### src/rtl/slave_port.sv
// slave_port: slave-side responder of the 1-bit master/slave serial bus.
// It receives an address and, for writes, a data word, both serially and LSB
// first. It then performs one access on a local parallel memory interface.
// For reads it returns the memory word serially, LSB first.
// sready is high while the port is idle and can accept a new frame.
// Optional feature, enabled by defining SLAVE_PARITY_EN:
// - Write frames carry one extra even-parity beat over address and data.
//   A frame with a parity mismatch is dropped without a memory write.
// - Read responses carry one extra even-parity beat over the read data.

module slave_port #(
    parameter int ADDR_WIDTH = 12,
    parameter int DATA_WIDTH = 8
) (
    input  logic                  clk,
    input  logic                  rstn,
    input  logic                  swdata,
    input  logic                  smode,
    input  logic                  mvalid,
    output logic                  srdata,
    output logic                  svalid,
    output logic                  sready,
    output logic [ADDR_WIDTH-1:0] mem_addr,
    output logic [DATA_WIDTH-1:0] mem_wdata,
    output logic                  mem_wen,
    output logic                  mem_ren,
    input  logic [DATA_WIDTH-1:0] mem_rdata,
    input  logic                  mem_rvalid
);

    localparam int MAX_WIDTH = (ADDR_WIDTH > DATA_WIDTH) ? ADDR_WIDTH : DATA_WIDTH;
    localparam int CW        = $clog2(MAX_WIDTH + 2);

`ifdef SLAVE_PARITY_EN
    localparam int SEND_BEATS = DATA_WIDTH + 1;
`else
    localparam int SEND_BEATS = DATA_WIDTH;
`endif

    localparam logic [CW-1:0] ADDR_LAST = CW'(ADDR_WIDTH - 1);
    localparam logic [CW-1:0] DATA_LAST = CW'(DATA_WIDTH - 1);
    localparam logic [CW-1:0] SEND_LAST = CW'(SEND_BEATS);

    typedef enum logic [2:0] {
        IDLE  = 3'd0,
        ADDR  = 3'd1,
        WDATA = 3'd2,
        WRITE = 3'd3,
        RREQ  = 3'd4,
        RWAIT = 3'd5,
        RSEND = 3'd6
`ifdef SLAVE_PARITY_EN
        ,
        WPAR  = 3'd7
`endif
    } state_t;

    state_t                  state;
    logic [CW-1:0]           cnt;
    logic                    mode;
    logic [ADDR_WIDTH-1:0]   addr_sr;
    logic [DATA_WIDTH-1:0]   data_sr;
    logic [DATA_WIDTH-1:0]   rd_sr;
`ifdef SLAVE_PARITY_EN
    logic                    rd_par;
`endif

    // Bits arrive LSB first. Shifting each new bit in at the top therefore
    // leaves the first bit in bit 0 once the whole field has been received.
    logic [ADDR_WIDTH-1:0] addr_next;
    logic [DATA_WIDTH-1:0] data_next;
    assign addr_next = {swdata, addr_sr[ADDR_WIDTH-1:1]};
    assign data_next = {swdata, data_sr[DATA_WIDTH-1:1]};

    // Frame sequencer: all bus and memory outputs are registered here.
    // NOTE: sequential state uses non-blocking assignments only, so every
    // register samples the pre-edge values no matter how the branches are ordered.
    always_ff @(posedge clk) begin
        if (!rstn) begin
            state     <= IDLE;
            cnt       <= '0;
            mode      <= 1'b0;
            addr_sr   <= '0;
            data_sr   <= '0;
            rd_sr     <= '0;
`ifdef SLAVE_PARITY_EN
            rd_par    <= 1'b0;
`endif
            srdata    <= 1'b0;
            svalid    <= 1'b0;
            sready    <= 1'b1;
            mem_addr  <= '0;
            mem_wdata <= '0;
            mem_wen   <= 1'b0;
            mem_ren   <= 1'b0;
        end else begin
            // Strobes default low, so each strobe pulses for a single cycle.
            mem_wen <= 1'b0;
            mem_ren <= 1'b0;

            case (state)
                IDLE: begin
                    if (mvalid) begin
                        mode    <= smode;
                        addr_sr <= addr_next;
                        cnt     <= CW'(1);
                        sready  <= 1'b0;
                        state   <= ADDR;
                    end
                end

                ADDR: begin
                    if (!mvalid) begin
                        cnt    <= '0;
                        sready <= 1'b1;
                        state  <= IDLE;
                    end else begin
                        addr_sr <= addr_next;
                        if (cnt == ADDR_LAST) begin
                            cnt <= '0;
                            if (mode) begin
                                state <= WDATA;
                            end else begin
                                mem_addr <= addr_next;
                                mem_ren  <= 1'b1;
                                state    <= RREQ;
                            end
                        end else begin
                            cnt <= cnt + 1'b1;
                        end
                    end
                end

                WDATA: begin
                    if (!mvalid) begin
                        cnt    <= '0;
                        sready <= 1'b1;
                        state  <= IDLE;
                    end else begin
                        data_sr <= data_next;
                        if (cnt == DATA_LAST) begin
                            cnt <= '0;
`ifdef SLAVE_PARITY_EN
                            state <= WPAR;
`else
                            mem_addr  <= addr_sr;
                            mem_wdata <= data_next;
                            mem_wen   <= 1'b1;
                            state     <= WRITE;
`endif
                        end else begin
                            cnt <= cnt + 1'b1;
                        end
                    end
                end

`ifdef SLAVE_PARITY_EN
                WPAR: begin
                    if (mvalid && (swdata == ^{addr_sr, data_sr})) begin
                        mem_addr  <= addr_sr;
                        mem_wdata <= data_sr;
                        mem_wen   <= 1'b1;
                        state     <= WRITE;
                    end else begin
                        // A missing or wrong parity beat discards the frame.
                        sready <= 1'b1;
                        state  <= IDLE;
                    end
                end
`endif

                WRITE: begin
                    sready <= 1'b1;
                    state  <= IDLE;
                end

                RREQ: begin
                    state <= RWAIT;
                end

                RWAIT: begin
                    if (mem_rvalid) begin
                        rd_sr  <= mem_rdata >> 1;
`ifdef SLAVE_PARITY_EN
                        rd_par <= ^mem_rdata;
`endif
                        srdata <= mem_rdata[0];
                        svalid <= 1'b1;
                        cnt    <= CW'(1);
                        state  <= RSEND;
                    end
                end

                RSEND: begin
                    if (cnt == SEND_LAST) begin
                        srdata <= 1'b0;
                        svalid <= 1'b0;
                        sready <= 1'b1;
                        cnt    <= '0;
                        state  <= IDLE;
                    end else begin
                        cnt   <= cnt + 1'b1;
                        rd_sr <= rd_sr >> 1;
`ifdef SLAVE_PARITY_EN
                        srdata <= (cnt == CW'(DATA_WIDTH)) ? rd_par : rd_sr[0];
`else
                        srdata <= rd_sr[0];
`endif
                    end
                end

                default: begin
                    sready <= 1'b1;
                    state  <= IDLE;
                end
            endcase
        end
    end

endmodule

### config.mk
export PLATFORM = sky130hd
export DESIGN_NAME = slave_port
export DESIGN_NICKNAME = d
export VERILOG_FILES = /design/src/rtl/slave_port.sv
export SDC_FILE = /design/constraint.sdc
export NUM_CORES = 1
export LEC_CHECK = 0
export ABC_AREA = 1
export CAP_MARGIN = 5
export CORE_MARGIN = 5
export CORE_UTILIZATION = 55
export CTS_BUF_LIST = sky130_fd_sc_hd__clkbuf_2
export DETAILED_ROUTE_END_ITERATION = 6
export HOLD_SLACK_MARGIN = 0.02
export PLACE_DENSITY_LB_ADDON = 0.08
export REMOVE_ABC_BUFFERS = 1
export SETUP_SLACK_MARGIN = 0.5
export SLEW_MARGIN = 25
export SYNTH_ARGS = -nofsm -noshare
export SYNTH_HDL_FRONTEND = slang
export SYNTH_SLANG_ARGS = --single-unit
### constraint.sdc
create_clock -name clk -period 1.7 [get_ports clk]
set_input_delay 0.34 -clock clk [delete_from_list [all_inputs] [get_ports clk]]
set_output_delay 0.34 -clock clk [all_outputs]
set_load 0.01 [all_outputs]
==> Yosys cells after proc, flatten, opt, wreduce, memory -nomap -nowiden <==
Index checks and enable logic that the tools add are counted.
{ "totals": {"rom_bits": 0, "reg_bits": 61, "elab_cells": 93, "mem_count": 0, "mem_bits_rw": 0, "in_bits": 14, "latchBits": 0, "out_inout_bits": 25} }
{ "op_classes": {"n_lt_le_gt_ge": 0, "div": 0, "n_eq_ne": 20, "bitwise": 1, "mux": 38, "shifts": 0, "reduce_logical": 20, "add_sub_neg": 1, "n_mul": 0} }
{ "ops": {"columns": ["cell", "count"], "rows": [
  ["12-bit 2-to-1 mux", 5],
  ["4-bit 2-to-1 mux", 7],
  ["3-bit 2-to-1 mux", 8],
  ["12-bit case mux with 2 select lines", 1],
  ["2-bit != test, second input constant", 10],
  ["4-bit case mux with 5 select lines", 1],
  ["3-bit case mux with 6 select lines", 1],
  ["8-bit 2-to-1 mux", 2],
  ["8-bit case mux with 2 select lines", 1],
  ["3-bit AND reduction", 5],
  ["3-bit equality test, second input constant", 3],
  ["1-bit 2-to-1 mux", 9],
  ["4-bit equality test, second input constant", 2],
  ["2-bit AND reduction", 4],
  ["4-bit AND reduction", 2],
  ["3-bit != test, second input constant", 2],
  ["6-bit AND reduction", 1],
  ["2-bit OR reduction", 3],
  ["5-bit AND reduction", 1],
  ["5-bit nonzero test", 1],
  ["4-bit by 1-bit adder with 4-bit output, second input constant", 1],
  ["4-bit by 3-bit equality test with 1-bit output, second input constant", 1],
  ["1-bit case mux with 2 select lines", 2],
  ["1-bit case mux with 4 select lines", 1],
  ["5 further kinds", 6]
]} }

==> Logic depth before layout (Yosys ltp) <==
{ "logic_depth": {"word_depth": 4, "mapped_depth": 11, "mapped_depth_nobuf": 11} }

==> Worst setup path before layout <==
OpenSTA, ideal clock, no wires.
{ "synth_path": {"path_type": "reg2reg", "from": "register cnt[0]", "to": "register rd_sr[2]", "period_less_slack_ns": 1.367, "t_required_ns": 1.581, "path_stages_with_launch": 10, "setup_time_ns": 0.119, "setup_slack_ns": 0.333, "arrival_time_ns": 1.247, "n_path_buf": 1, "cell_sequence": "dfxtp_1 > inv_1 > ha_1 > nand3_1 > inv_1 > o21ai_2 > inv_1 > buf_2 > o21ai_0 > a21oi_1"} }
{ "synth_between": {"elab_chain_len": 3} }
{ "synth_lines": {"columns": ["element", "line", "text"], "rows": [
  ["start, declared", "59", "logic [CW-1:0] cnt;"],
  ["start signal, assigned", "129", "cnt <= cnt + 1'b1;"],
  ["start signal, assigned", "152", "cnt <= cnt + 1'b1;"],
  ["start signal, assigned", "202", "cnt <= cnt + 1'b1;"],
  ["4-bit equality test", "195", "if (cnt == SEND_LAST) begin"],
  ["2-bit != test (no source line)", null, null],
  ["3-bit AND reduction (no source line)", null, null],
  ["end signal, assigned", "183", "rd_sr <= mem_rdata >> 1;"],
  ["end signal, assigned", "203", "rd_sr <= rd_sr >> 1;"],
  ["end, declared", "63", "logic [DATA_WIDTH-1:0] rd_sr;"]
]} }
Every way passes these cells.
A chain may end at the register's enable or synchronous reset.

==> Final worst setup path <==
{ "layout_path": {"from": "register state[0]", "to": "register cnt[3]"} }
{ "layout_between": {"elab_chain_len": 3, "elab_cells_between_ends": 10, "cone_classes": "eq/ne: 6; mux: 1; reduce/logical: 3"} }
{ "layout_lines": {"columns": ["element", "line", "text"], "rows": [
  ["start, declared", "58", "state_t state;"],
  ["start signal, assigned", "80", "state <= IDLE;"],
  ["start signal, assigned", "108", "state <= ADDR;"],
  ["start signal, assigned", "116", "state <= IDLE;"],
  ["3-bit equality test, or another cell as far along", "101", "case (state)"],
  ["5-bit nonzero test (no source line) / 2-bit != test (equally long branches)", null, null],
  ["3-bit AND reduction (no source line)", null, null]
]} }
Several ways; a longest one is shown, not always the timed one.

==> reports/qor.yml <==
outcome:
  status: "finished, final reports clean"
cts:
  hold_buffers: 0
  root_buffer: "clkbuf_2"
  clk_latency_ns: 0.51
  clk_path_buf_depth: 2
  cts_buffers: 9
  clock-sinks: 59
  clk_pin_slew_ns: 0.20
  h-tree-depth: 3
  cts_tree: "done"
timing:
  maxSlewViolCount: 0
  fmax_ghz: 0.612
  min_period_over_period: 0.961
  worst_pin_slew_ns: 0.343
  tns_ns: 0
  relSlewSlack: 0.770
  hold_violations: 0
  period_needed_ns: 1.63
  clock_skew_ns: 0.0411
  rsz0062_at_grt: "true"
  finalSetupViolations: 0
yosys:
  yosysTopAreaCell: "dfxtp_1"
  syn_area_per_cell_um2: 7.07
  synthDistinctLibCells: 24
  syn_inst: 366
  yosysTopAreaCellShare: 0.456
  ys_seq_area_frac: 0.456
  synth_seq_cells: 59
  synthesis.area_mm2: 0.00259
  synth_area_leaders: "dfxtp_1 (46%), nand2_1 (11%), o21ai_0 (9.7%), a21oi_1 (9.3%), inv_1 (5.4%)"
  ys_warn_count: 0
detailed_routing:
  vias: 2909
  avgViaCountPerCell: 5.89
  wire_per_inst_um: 17.5
  wirelength_mm: 8.67
  drc: 0
  drtPass1Iterations: 5
  ant_nets: 0
  drtIter0Drc: 312
worst_setup_path:
  required_ns: 2.10
  critPathArrivalTime_ns: 2.03
  worst_setup_path_start_kind: "flop"
  crit_fanout: 5
  crit_type: "flop to flop"
  worstSetupEndpointType: "flop"
  reg2reg_slack_ns: 0.07
pwr:
  swShare: 0.374
  power_density_mw_per_mm2: 945
  p_sw_w: 0.00138
  pwr-share-clk: 0.226
  seq_power_share: 0.440
  ir_drop_uv: 627
  leakagePower_nw: 1.61
  pwr-share-comb: 0.334
  p_int_w: 0.00231
layout:
  layout.nets: 454
  drive_above_1_share: 0.434
  antenna_cells: 0
  fin_cells: 494
  nFillCells: 273
  multi_input_area_mm2: 0.00157
  syn_to_final_growth_pct: 51.0
  seq_area_mm2: 0.00123
  post-route-util: 0.839
grt:
  grt_overflow_total: 0
  grt_pass1_wl_mm: 12.7
  grt_usage: 0.259
  grt_max_degree: 29
  first_global_vias: 2680
  antenna_found_initial: 0
placed_design:
  io_buffers: 38
  hpwl_mm: 4.16
  numPlacedInstances: 457
  gp_congestion: 0.905
floorplan:
  dieHeight_um: 78.6
  top_level_ports: 39
  fp.dieArea_mm2: 0.00618
  fp.dieW_um: 78.6
  start_util: 0.555
  rows: 25
  core_area_mm2: 0.00466
worst_hold_path:
  hold_class: "input port to flop"
flow_run:
  maxCapViolCount: 0
Yosys cell counts:
master / count
ha_1: 2
nand2_1: 76
nor2_2: 2
a21oi_1: 48
buf_2: 7
nand2_2: 1
nand4_1: 4
o21ai_0: 50
o21ai_4: 1
a22oi_1: 1
nor3_1: 1
a31oi_1: 2
dfxtp_1: 59
nand3_2: 2
a211oi_1: 1
o21ai_1: 1
buf_4: 1
inv_2: 4
inv_1: 37
nand3_1: 26
clkbuf_1: 8
o21ai_2: 2
nor2_1: 29
and3_1: 1
repair_timing:
action,4_1_cts,5_1_grt
gates cloned,1,2
buffers inserted,13,8
endpoints found under the setup margin,83,82
pin swaps,30,18
hold endpoints to repair,0,0
gates resized for setup,238,51
per-layer routing:
metal / vias up / global-route usage / share of wire / wire length [um]
met1: 1338 / 0.311 / 0.39 / 3390
met4: 0 / 0.147 / 0.054 / 466
li1: 1354 / - / - / -
met5: - / 0 / 0 / 0
met2: 169 / 0.424 / 0.48 / 4160
met3: 48 / 0.0585 / 0.075 / 652
placed cells by master, fill, tap and decap left out, drive strengths merged, types with 3 or more instances in the layout:
master | synthesis | routed
a21oi | 48 | 48
buf | 8 | 62
inv | 41 | 41
nor2 | 31 | 31
clkbuf | 8 | 11
nand4 | 4 | 4
o21ai | 54 | 54
dfxtp | 59 | 59
clkinv | 0 | 3
clkdlybuf4s50 | 0 | 13
nand2 | 77 | 77
nand3 | 28 | 28
through the flow:
stage	hold slack (ns)	instance area, um2	worst slack [ns]	total power [W]
finish	0.442	3910	0.0655	0.00369
global route	0.442	3910	0.0187	0.00386
CTS	0.443	3620	0.323	0.00332
detailed placement	0.443	3090	-0.00669	0.00230
global placement	0.432	3090	0.0152	0.00229
floorplan	0.422	2520	-0.0362	0.00206
flip-flops by register name (all words and copies together) (netlist names), 3 cells and up:
register,count
rd_sr,7
cnt,4
addr_sr,12
state,3
mem_addr,12
mem_wdata,8
data_sr,7
power groups by stage:
stage	combinational (W)	sequential [W]	clock (W)
2_1_floorplan	0.000469	0.00159	0
4_1_cts	0.000918	0.00160	0.000807
5_1_grt	0.00131	0.00164	0.000905
3_5_place_dp	0.000705	0.00160	0
3_3_place_gp	0.000694	0.00159	0
6_report	0.00123	0.00163	0.000836
worst max-delay path: stages, from the launching register on:
cell	delay, ns
dfxtp_4	0.43
buf_4	0.17
nand3_4	0.10
inv_2	0.05
nand2_2	0.08
nand2_2	0.07
nor2_4	0.15
nand2_1	0.10
nand2_1	0.11
nand2_1	0.08
nor2_1	0.21
cells by family after synthesis:
group | Yosys count | synth area share
AND/OR/NAND/NOR | 142 | 0.232
flip-flops | 59 | 0.456
adder cells (fa/ha/maj) | 2 | 0.00966
AO/OA/AOI/OAI | 106 | 0.215
buffers and inverters | 57 | 0.0875
path summary, 6_finish.rpt:
path | from | to | depth (start not counted)
max | state[0] | cnt[3] | 10
min | mem_rdata[7] | rd_sr[6] | 3
max reg2reg | state[0] | cnt[3] | 10
min reg2reg | data_sr[1] | mem_wdata[0] | 2
cell type report:
type / count / area share
clock inverter: 4 / 0.0115
sequential: 59 / 0.314
clock buffer: 9 / 0.0115
timing repair buffer: 77 / 0.200
tap: 54 / 0.0173
multi-input combinational: 250 / 0.401
inverter: 41 / 0.0445
No activity file was read; power rests on OpenSTA's default activity.
